--- src/rtl/crossbar_seq_pkg.sv ---
// Shared types and defaults for the crossbar route sequencer.
//   state_e  : sequencer FSM states (IDLE, SETUP, XFER)
//   entry_t  : queued request layout {dest, data} at the default widths;
//              the FIFO stores entries flattened in this same field order
//   cnt_w()  : width of an occupancy counter able to hold 0..depth
// Optional feature macro used by the block: CROSSBAR_SEQ_BCAST_EN.
package crossbar_seq_pkg;

  localparam int DEF_WIDTH = 8;
  localparam int DEF_DEPTH = 4;
  localparam int DEF_NOUT  = 2;

  typedef enum logic [1:0] {
    IDLE  = 2'd0,
    SETUP = 2'd1,
    XFER  = 2'd2
  } state_e;

  typedef struct packed {
    logic [DEF_NOUT-1:0]  dest;
    logic [DEF_WIDTH-1:0] data;
  } entry_t;

  function automatic int cnt_w(input int depth);
    return $clog2(depth) + 1;
  endfunction

endpackage

--- src/rtl/crossbar_seq_fifo.sv ---
// Request FIFO for the crossbar route sequencer.
// Registered storage: an entry written on edge N is visible at head on
// cycle N+1. Exposes head and head+1 so the sequencer can decide, on the
// pop cycle, whether the next transfer needs a new crossbar setting.
// Ports:
//   clock, reset     : clock, synchronous active-low reset
//   push, push_data  : write one entry (ignored when full)
//   pop              : drop the head entry (ignored when empty)
//   head, head1      : entries at read pointer and read pointer + 1
//   count            : occupancy 0..DEPTH
//   full, empty      : occupancy flags
//   has_next         : at least two entries stored (head1 is valid)
module crossbar_seq_fifo
  import crossbar_seq_pkg::*;
#(
  parameter int EW    = DEF_NOUT + DEF_WIDTH,
  parameter int DEPTH = DEF_DEPTH
) (
  input  logic                      clock,
  input  logic                      reset,
  input  logic                      push,
  input  logic [EW-1:0]             push_data,
  input  logic                      pop,
  output logic [EW-1:0]             head,
  output logic [EW-1:0]             head1,
  output logic [$clog2(DEPTH):0]    count,
  output logic                      full,
  output logic                      empty,
  output logic                      has_next
);

  localparam int AW = $clog2(DEPTH);
  localparam int CW = cnt_w(DEPTH);

  logic [EW-1:0] mem_q [DEPTH];
  logic [AW-1:0] wr_ptr_q, wr_ptr_d;
  logic [AW-1:0] rd_ptr_q, rd_ptr_d;
  logic [CW-1:0] count_q, count_d;
  logic          do_push, do_pop;

  assign full     = (count_q == CW'(DEPTH));
  assign empty    = (count_q == '0);
  assign has_next = (count_q >= CW'(2));
  assign do_push  = push & ~full;
  assign do_pop   = pop & ~empty;

  // Pointers are exactly log2(DEPTH) bits, so they wrap modulo DEPTH.
  always_comb begin
    wr_ptr_d = wr_ptr_q + AW'(do_push);
    rd_ptr_d = rd_ptr_q + AW'(do_pop);
    count_d  = count_q + CW'(do_push) - CW'(do_pop);
  end

  always_ff @(posedge clock) begin
    if (!reset) begin
      wr_ptr_q <= '0;
      rd_ptr_q <= '0;
      count_q  <= '0;
    end else begin
      wr_ptr_q <= wr_ptr_d;
      rd_ptr_q <= rd_ptr_d;
      count_q  <= count_d;
    end
  end

  // Storage needs no reset: count gates everything read from it.
  always_ff @(posedge clock) begin
    if (do_push) mem_q[wr_ptr_q] <= push_data;
  end

  assign head  = mem_q[rd_ptr_q];
  assign head1 = mem_q[rd_ptr_q + AW'(1)];
  assign count = count_q;

endmodule

--- src/rtl/crossbar_route_sequencer.sv ---
// Crossbar route sequencer: queues {dest, data} requests and plays them
// onto a crossbar, changing the select mask only after a one-cycle settle
// (SETUP) and streaming same-destination entries back to back.
// Ports:
//   clock, reset               : clock, synchronous active-low reset
//   io_in_valid/ready/dest/data: upstream request (ready = FIFO not full)
//   io_select                  : crossbar select mask
//   io_data                    : payload at the crossbar input (FIFO head)
//   io_out_valid/io_out_ready  : per-output handshake
//   io_err                     : sticky illegal-destination flag
//   io_count                   : FIFO occupancy
// Macro CROSSBAR_SEQ_BCAST_EN: multi-bit destinations are legal and each
// selected port completes independently; without it only one-hot
// destinations are legal and a single handshake completes an entry.
module crossbar_route_sequencer
  import crossbar_seq_pkg::*;
#(
  parameter int WIDTH = DEF_WIDTH,
  parameter int DEPTH = DEF_DEPTH,
  parameter int NOUT  = DEF_NOUT
) (
  input  logic                   clock,
  input  logic                   reset,
  input  logic                   io_in_valid,
  output logic                   io_in_ready,
  input  logic [NOUT-1:0]        io_in_dest,
  input  logic [WIDTH-1:0]       io_in_data,
  output logic [NOUT-1:0]        io_select,
  output logic [WIDTH-1:0]       io_data,
  output logic [NOUT-1:0]        io_out_valid,
  input  logic [NOUT-1:0]        io_out_ready,
  output logic                   io_err,
  output logic [$clog2(DEPTH):0] io_count
);

  localparam int EW = NOUT + WIDTH;

  state_e            state_q, state_d;
  logic [NOUT-1:0]   sel_q, sel_d;
  logic              err_q, err_d;
`ifdef CROSSBAR_SEQ_BCAST_EN
  logic [NOUT-1:0]   done_q, done_d;
`endif

  logic [EW-1:0]     head, head1;
  logic [NOUT-1:0]   head_dest, head1_dest;
  logic [WIDTH-1:0]  head_data;
  logic              unused_head1_data;
  logic              full, empty, has_next;
  logic              accept, dest_legal, push, pop;
  logic [NOUT-1:0]   out_valid, hs;
  logic              all_done;

  // Request side: ready is purely !full, so a full FIFO never takes a
  // request even on a pop cycle. Illegal requests are accepted and dropped.
`ifdef CROSSBAR_SEQ_BCAST_EN
  assign dest_legal = |io_in_dest;
`else
  assign dest_legal = $onehot(io_in_dest);
`endif
  assign accept = io_in_valid & ~full;
  assign push   = accept & dest_legal;

  crossbar_seq_fifo #(.EW(EW), .DEPTH(DEPTH)) u_fifo (
    .clock     (clock),
    .reset     (reset),
    .push      (push),
    .push_data ({io_in_dest, io_in_data}),
    .pop       (pop),
    .head      (head),
    .head1     (head1),
    .count     (io_count),
    .full      (full),
    .empty     (empty),
    .has_next  (has_next)
  );

  assign head_dest         = head[EW-1:WIDTH];
  assign head_data         = head[WIDTH-1:0];
  assign head1_dest        = head1[EW-1:WIDTH];
  assign unused_head1_data = ^head1[WIDTH-1:0];

  always_comb begin
    state_d   = state_q;
    sel_d     = sel_q;
    err_d     = err_q | (accept & ~dest_legal);
    pop       = 1'b0;
    out_valid = '0;
    hs        = '0;
    all_done  = 1'b0;
`ifdef CROSSBAR_SEQ_BCAST_EN
    done_d    = done_q;
`endif
    unique case (state_q)
      IDLE: begin
        if (!empty) begin
          if (head_dest == sel_q) begin
            state_d = XFER;
          end else begin
            sel_d   = head_dest;
            state_d = SETUP;
          end
        end
      end
      SETUP: state_d = XFER;
      XFER: begin
`ifdef CROSSBAR_SEQ_BCAST_EN
        out_valid = sel_q & ~done_q;
        hs        = out_valid & io_out_ready;
        all_done  = ((done_q | hs) == sel_q);
        done_d    = all_done ? '0 : (done_q | hs);
`else
        out_valid = sel_q;
        hs        = out_valid & io_out_ready;
        all_done  = |hs;
`endif
        if (all_done) begin
          pop = 1'b1;
          // head1 is the entry that becomes head after this pop.
          if (!has_next) begin
            state_d = IDLE;
          end else if (head1_dest != sel_q) begin
            sel_d   = head1_dest;
            state_d = SETUP;
          end
        end
      end
      default: state_d = IDLE;
    endcase
  end

  always_ff @(posedge clock) begin
    if (!reset) begin
      state_q <= IDLE;
      sel_q   <= '0;
      err_q   <= 1'b0;
`ifdef CROSSBAR_SEQ_BCAST_EN
      done_q  <= '0;
`endif
    end else begin
      state_q <= state_d;
      sel_q   <= sel_d;
      err_q   <= err_d;
`ifdef CROSSBAR_SEQ_BCAST_EN
      done_q  <= done_d;
`endif
    end
  end

  assign io_in_ready  = ~full;
  assign io_select    = sel_q;
  assign io_data      = head_data;
  assign io_out_valid = out_valid;
  assign io_err       = err_q;

endmodule

--- config.mk ---
export PLATFORM = sky130hd
export DESIGN_NAME = crossbar_route_sequencer
export DESIGN_NICKNAME = d
export VERILOG_FILES = /design/src/rtl/crossbar_seq_pkg.sv /design/src/rtl/crossbar_seq_fifo.sv /design/src/rtl/crossbar_route_sequencer.sv
export SDC_FILE = /design/constraint.sdc
export NUM_CORES = 1
export LEC_CHECK = 0
export CORE_AREA = 8 8 82 84
export CTS_CLUSTER_DIAMETER = 150
export CTS_CLUSTER_SIZE = 16
export DETAILED_ROUTE_END_ITERATION = 7
export DIE_AREA = 0 0 90 92
export PLACE_DENSITY = 0.66
export SYNTH_ARGS = -nofsm -noshare
export SYNTH_HDL_FRONTEND = slang
export SYNTH_SLANG_ARGS = --single-unit
--- constraint.sdc ---
create_clock -name clock -period 2.7 [get_ports clock]
set_input_delay 0.27 -clock clock [delete_from_list [all_inputs] [get_ports clock]]
set_output_delay 0.27 -clock clock [all_outputs]
set_load 0.01 [all_outputs]
# Yosys cells after proc, flatten, opt, wreduce, memory -nomap -nowiden
# Memory sizes are Yosys's and may differ from the RTL's. A register that Yosys moved wholly into a read port is not among the register bits.
# Cells that the tools add are included.
# Widths: inputs -> output; s select.
dict set report classes {
  addsub 6
  mul 0
  div_mod_pow 0
  magnitude_cmp 1
  n_eq_ne 12
  n_shift 0
  muxes 18
  bitwise_logic 10
  reduce_logical 6
}
# operator n
set op_table {}
lappend op_table {{$mux 2} 12}
lappend op_table {{$ne 2x2->1 const B} 5}
lappend op_table {{$pmux 2 s3} 1}
lappend op_table {{$reduce_and 6->1} 1}
lappend op_table {{$and 1x1->1} 5}
lappend op_table {{$add 2x1->2} 2}
lappend op_table {{$eq 2x1->1 const B} 2}
lappend op_table {{$mux 1} 4}
lappend op_table {{$pmux 2 s2} 1}
lappend op_table {{$add 3x1->3} 1}
lappend op_table {{$eq 3x3->1 const B} 1}
lappend op_table {{$ge 3x2->1 const B} 1}
lappend op_table {{$logic_not 3->1} 1}
lappend op_table {{$ne 3x3->1 const B} 1}
lappend op_table {{$not 1->1} 3}
lappend op_table {{$reduce_and 3->1} 1}
lappend op_table {{$sub 3x1->3} 1}
lappend op_table {{$add 1x1->2} 1}
lappend op_table {{$add 2x1->2 const B} 1}
lappend op_table {{$and 2x2->2} 1}
lappend op_table {{$eq 2x2->1} 1}
lappend op_table {{$eq 2x2->1 const B} 1}
lappend op_table {{$logic_not 2->1} 1}
lappend op_table {{$ne 2x2->1} 1}
lappend op_table {{3 further kinds} 3}
dict set report word_totals {
  reg_bits 12
  latchBits 0
  ramBits 40
  mem_bits_ro 0
  inputBits 15
  out_inout_bits 17
  word_cells 60
  n_memories 1
}
# name words width rd rd_ports_with_merged_regs wr line
set mem_list {}
lappend mem_list {u_fifo.mem_q 4 10 2 1 1 crossbar_seq_fifo.sv:35} ;# logic [EW-1:0] mem_q [DEPTH];

# Depth between registers and ports, before layout
dict set report depth {
  ltp_word 7
  mapped_depth 10
  mapped_depth_nobuf 8
}

# Hierarchy
# From an unflattened synthesis, not the netlist that was laid out.
dict set report unflattened {
  hier_cells 139
  hier_area_um2 2438.6
}
# mod instances cells_per_inst area_per_inst_um2 seq_area_each_um2
set by_module_without_submodules {}
lappend by_module_without_submodules {crossbar_seq_fifo 1 101 2095.8 1341.3}
lappend by_module_without_submodules {crossbar_route_sequencer 1 38 342.8 100.1}

# Worst setup path before layout
# No wires, ideal clock.
dict set report synth_timing {
  kind {register -> register}
  startpoint {register u_fifo.count_q[0] (netlist: u_fifo.count[0])}
  endpoint {memory u_fifo.mem_q[1][0] in the netlist's numbering, enable pin}
  setup_ns 0.407
  arrival_ns 1.867
  t_required_ns 2.293
  slack_ns 0.426
  stages_incl_launch_ff 4
  path_buffers 0
  period_less_slack_ns 2.274
  cell_sequence {dfxtp_1 -> or3b_1 -> nand2_1 -> nor4b_1}
}
dict set report synth_via {
  elab_chain_cells 7
}
# item line
set synth_rtl {}
lappend synth_rtl {{start, declared} crossbar_seq_fifo.sv:38} ;# logic [CW-1:0] count_q, count_d;
lappend synth_rtl {{start signal, assigned} crossbar_seq_fifo.sv:62} ;# count_q <= count_d;
lappend synth_rtl {{$eq 3x3->1 (*)} crossbar_seq_fifo.sv:41} ;# assign full = (count_q == CW'(DEPTH));
lappend synth_rtl {{$not 1->1 (*)} --}
lappend synth_rtl {{net io_in_ready} crossbar_route_sequencer.sv:25} ;# output logic io_in_ready,
lappend synth_rtl {{$and 1x1->1} crossbar_route_sequencer.sv:61} ;# assign accept = io_in_valid & ~full;
lappend synth_rtl {{$and 1x1->1} crossbar_route_sequencer.sv:62} ;# assign push = accept & dest_legal;
lappend synth_rtl {{$and 1x1->1 (*)} crossbar_seq_fifo.sv:44} ;# assign do_push = push & ~full;
lappend synth_rtl {{$mux 1 (*)} crossbar_seq_fifo.sv:68} ;# if (do_push) mem_q[wr_ptr_q] <= push_data;
lappend synth_rtl {{$mux 1 (implied by the code) (*)} crossbar_seq_fifo.sv:68}
lappend synth_rtl {{end, declared} crossbar_seq_fifo.sv:35}
# Mark *: on every way through the listed nets, which the timed path passes. The rest lies on a longest branch.

# Worst setup path after layout
dict set report layout_timing {
  startpoint {register state_q[1]}
  endpoint {output io_out_valid[1]}
}
dict set report layout_via {
  elab_chain_cells 2
}
# item line
set layout_rtl {}
lappend layout_rtl {{start, declared} crossbar_route_sequencer.sv:38} ;# state_e state_q, state_d;
lappend layout_rtl {{start signal, assigned} crossbar_route_sequencer.sv:141} ;# state_q <= state_d;
lappend layout_rtl {{$eq 2x2->1} crossbar_route_sequencer.sv:94} ;# unique case (state_q)
lappend layout_rtl {{$mux 2} crossbar_route_sequencer.sv:94}
lappend layout_rtl {{end, declared} crossbar_route_sequencer.sv:30} ;# output logic [NOUT-1:0] io_out_valid,
# No other way between the ends.

==> key figures <==
Status
  • Status: completed

Critical path
  • Crit Path Class: flip-flop to output port
  • CP Capture Type: output port
  • Required time of the critical path: 2.43 ns
  • Crit path arrival time: 2.05 ns
  • Startpoint types: flip-flop
  • CP max FO: 8

Die
  • Die Span Y: 92 um
  • Rows: 27
  • I/O Pins: 32
  • Die X: 90 um
  • Core region area: 0.00541 sq mm
  • Starting Density: 43.5%
  • Die area: 0.00828 sq mm

GRT
  • First-pass GRT wire length: 7530 um
  • GRT Total Usage: 11.4%
  • Initial antenna violation count: 0
  • Largest net degree at the start of global routing: 23
  • Grt ovf: 0
  • Number of global-route vias before repair: 1537

Placement
  • Placer's final routability congestion estimate: 0.804
  • Post-DP Area: 0.00276 sq mm
  • Port bufs: 31
  • Detailed Place HPWL: 3260 um

Power
  • Psw: 0.000491 W
  • Combinational share of power: 19.1%
  • Clock Power Share: 31.8%
  • Sw frac: 25.0%
  • Leak: 0.961 nW
  • Sequential Power Share: 49.1%
  • Power per cell area: 679 mW/mm^2
  • Int Power: 0.00148 W
  • Max IR drop VDD: 386 uV

Synthesis
  • Post-Synthesis Net Count: 185
  • Synth Instances: 164
  • Yosys warnings: 0
  • Seq cells post-synth: 52
  • Mapped Area: 0.00235 sq mm
  • Register area share after synthesis: 61.3%
  • Syn Area/Cell: 14.3 sq um
  • Post-synthesis cell type count: 39

Clock tree
  • CTS tree: done
  • Root buf cell: clkbuf_8
  • # H-tree levels: 2
  • CTS max path bufs: 2
  • Post-CTS Hold Buffers: 0
  • Latest clock arrival within the worst-skew pair: 0.30 ns
  • CTS Buf Count: 5
  • # clock sinks: 52
  • Post-CTS Setup Inserts: 0
  • Post-cts gate resize count: 0
  • Worst-path clk slew: 0.09 ns

Cells and area
  • Antenna diodes: 0
  • Layout cells sized above 1: 13.5%
  • Fill cells: 465
  • Nets: 220
  • Final instance area: 0.00290 sq mm
  • Footprint of the multi-input gates: 846 sq um
  • Sequential Area: 0.00144 sq mm
  • Area Growth Syn to Fin: 23.4%

Drt
  • Vias/cell: 5.27
  • DR pass1 iterations: 4
  • DRC Markers: 0
  • Final wirelength: 4580 um
  • Wirelength per Cell: 16.8 um
  • Routed Antenna Nets: 0
  • First-iteration detailed-routing DRC count: 95
  • Via count: 1434

STA
  • Final setup fails: 0
  • RSZ-0062 raised after global routing: false
  • Final Skew: 0.00478 ns
  • Final setup TNS: 0 ns
  • Slew HR: 62.4%
  • Final Cycle Share: 85.8%
  • Hold Violations, Final: 0
  • Slew @ Worst Pin: 0.562 ns
  • Minimum clock period: 2.32 ns
  • Fmax: 432 MHz
  • Fin. max-slew vios: 0

Flow run
  • Max-cap violation count: 0

Hold path
  • HP Class: flip-flop to flip-flop
stage by stage:
| step | hold WS [ns] | setup slack (ns) | total power [W] | util, % | cells |
|---|---|---|---|---|---|
| global route | 0.594 | 0.231 | 0.00205 | 53.7 | 272 |
| global placement | 0.477 | 0.296 | 0.00134 | 51.1 | 264 |
| detailed placement | 0.479 | 0.223 | 0.00136 | 51.1 | 264 |
| floorplan | 0.369 | 0.426 | 0.00121 | - | 164 |
| finish | 0.503 | 0.384 | 0.00197 | 53.7 | 272 |
| CTS | 0.505 | 0.350 | 0.00198 | 53.7 | 272 |
power by group through the flow:
stage / Sequential (W) / Clock [W] / Combinational (W)
finish: 0.000967 / 0.000625 / 0.000376
global route: 0.000973 / 0.000667 / 0.000413
CTS: 0.000966 / 0.000638 / 0.000381
detailed placement: 0.000984 / 0 / 0.000379
global placement: 0.000978 / 0 / 0.000365
floorplan: 0.000960 / 0 / 0.000255
Yosys cell counts (all sizes together):
master | count | area (sq um)
a211o | 1 | 8.76
a211oi | 1 | 7.51
a21oi | 3 | 15.0
a22oi | 1 | 7.51
a311oi | 1 | 8.76
a31oi | 1 | 6.26
and2 | 10 | 62.6
and3 | 1 | 6.26
and4b | 1 | 10.0
buf | 8 | 46.3
clkbuf | 2 | 7.51
dfxtp | 12 | 240
edfxtp | 40 | 1200
fa | 1 | 20.0
ha | 5 | 62.6
inv | 6 | 22.5
mux2i | 10 | 100
mux4 | 8 | 180
nand2 | 7 | 26.3
nand2b | 1 | 6.26
nand3 | 1 | 5.00
nor2 | 6 | 22.5
nor2b | 3 | 18.8
nor3 | 8 | 40.0
nor4 | 2 | 12.5
nor4b | 2 | 23.8
o211ai | 2 | 15.0
o21ai | 3 | 15.0
o221ai | 1 | 15.0
o311a | 1 | 10.0
o311ai | 1 | 8.76
o31ai | 1 | 7.51
or3 | 1 | 6.26
or3b | 1 | 8.76
xnor2 | 9 | 78.8
xor2 | 2 | 17.5
critical path: stages, from the launching register on:
cell             delay (ns)
dfxtp_1                0.49
nor2b_1                0.52
and2_1                 0.20
clkdlybuf4s50_1        0.53
registers in the layout, indices dropped and copies added (netlist names):
signal / flops
u_fifo.rd_ptr_q: 2
io_err: 1
io_select: 2
u_fifo.wr_ptr_q: 2
u_fifo.mem_q: 40
u_fifo.count: 3
state_q: 2
layout make-up:
class | count | share of cell area [%]
well taps | 72 | 3.11
flip-flops and latches | 52 | 49.7
multi-input cells | 96 | 29.2
inverters | 6 | 0.777
clock inverters | 3 | 2.37
repair buffers | 38 | 12.5
clock buffers | 5 | 2.37
layout by cell type (no fill, tap or decap), drive strengths merged:
master and n:
nand2 7, edfxtp 40, nor2b 3, o311ai 1
nand3 1, inv 7, a31oi 1, and2 10
o211ai 2, a21oi 3, nor4 2, clkbuf 5
mux2i 10, mux4 8, and4b 1, buf 7
a211o 1, a22oi 1, or3b 1, o221ai 1
o311a 1, clkdlybuf4s50 31, a311oi 1, bufinv 2
and3 1, dfxtp 12, o31ai 1, o21ai 3
fa 1, nor4b 2, xnor2 9, ha 5
nor2 6, a211oi 1, or3 1, nand2b 1
nor3 8, xor2 2
cell families (layout without fill, tap and decap cells):
group,Yosys count,after routing,share of synthesized area [%]
AO/OA/AOI/OAI,17,17,5.32
buffers and inverters,16,52,3.25
XOR/XNOR,11,11,4.10
AND/OR/NAND/NOR,44,44,10.6
adder cells (fa/ha/maj),6,6,3.51
flip-flops,52,52,61.3
multiplexers,18,18,11.9
per-layer routing:
layer | up-vias | wire length [um] | global-route usage, %
met4 | 0 | 58 | 4.85
met3 | 6 | 261 | 3.91
met1 | 712 | 1870 | 12.3
li1 | 686 | - | -
met2 | 30 | 2390 | 20.1
met5 | - | 0 | 0
worst paths after layout:
check,start,endpoint,slack (ns),depth (start not counted)
worst max-delay path,state_q[1],io_out_valid[1],0.38,3
worst min register to register,io_err,io_err,0.50,2
worst min-delay path,io_err,io_err,0.50,2
worst max register to register,state_q[1],u_fifo.count[1],0.40,7
Note: power is estimated with default switching activity, not from simulation.
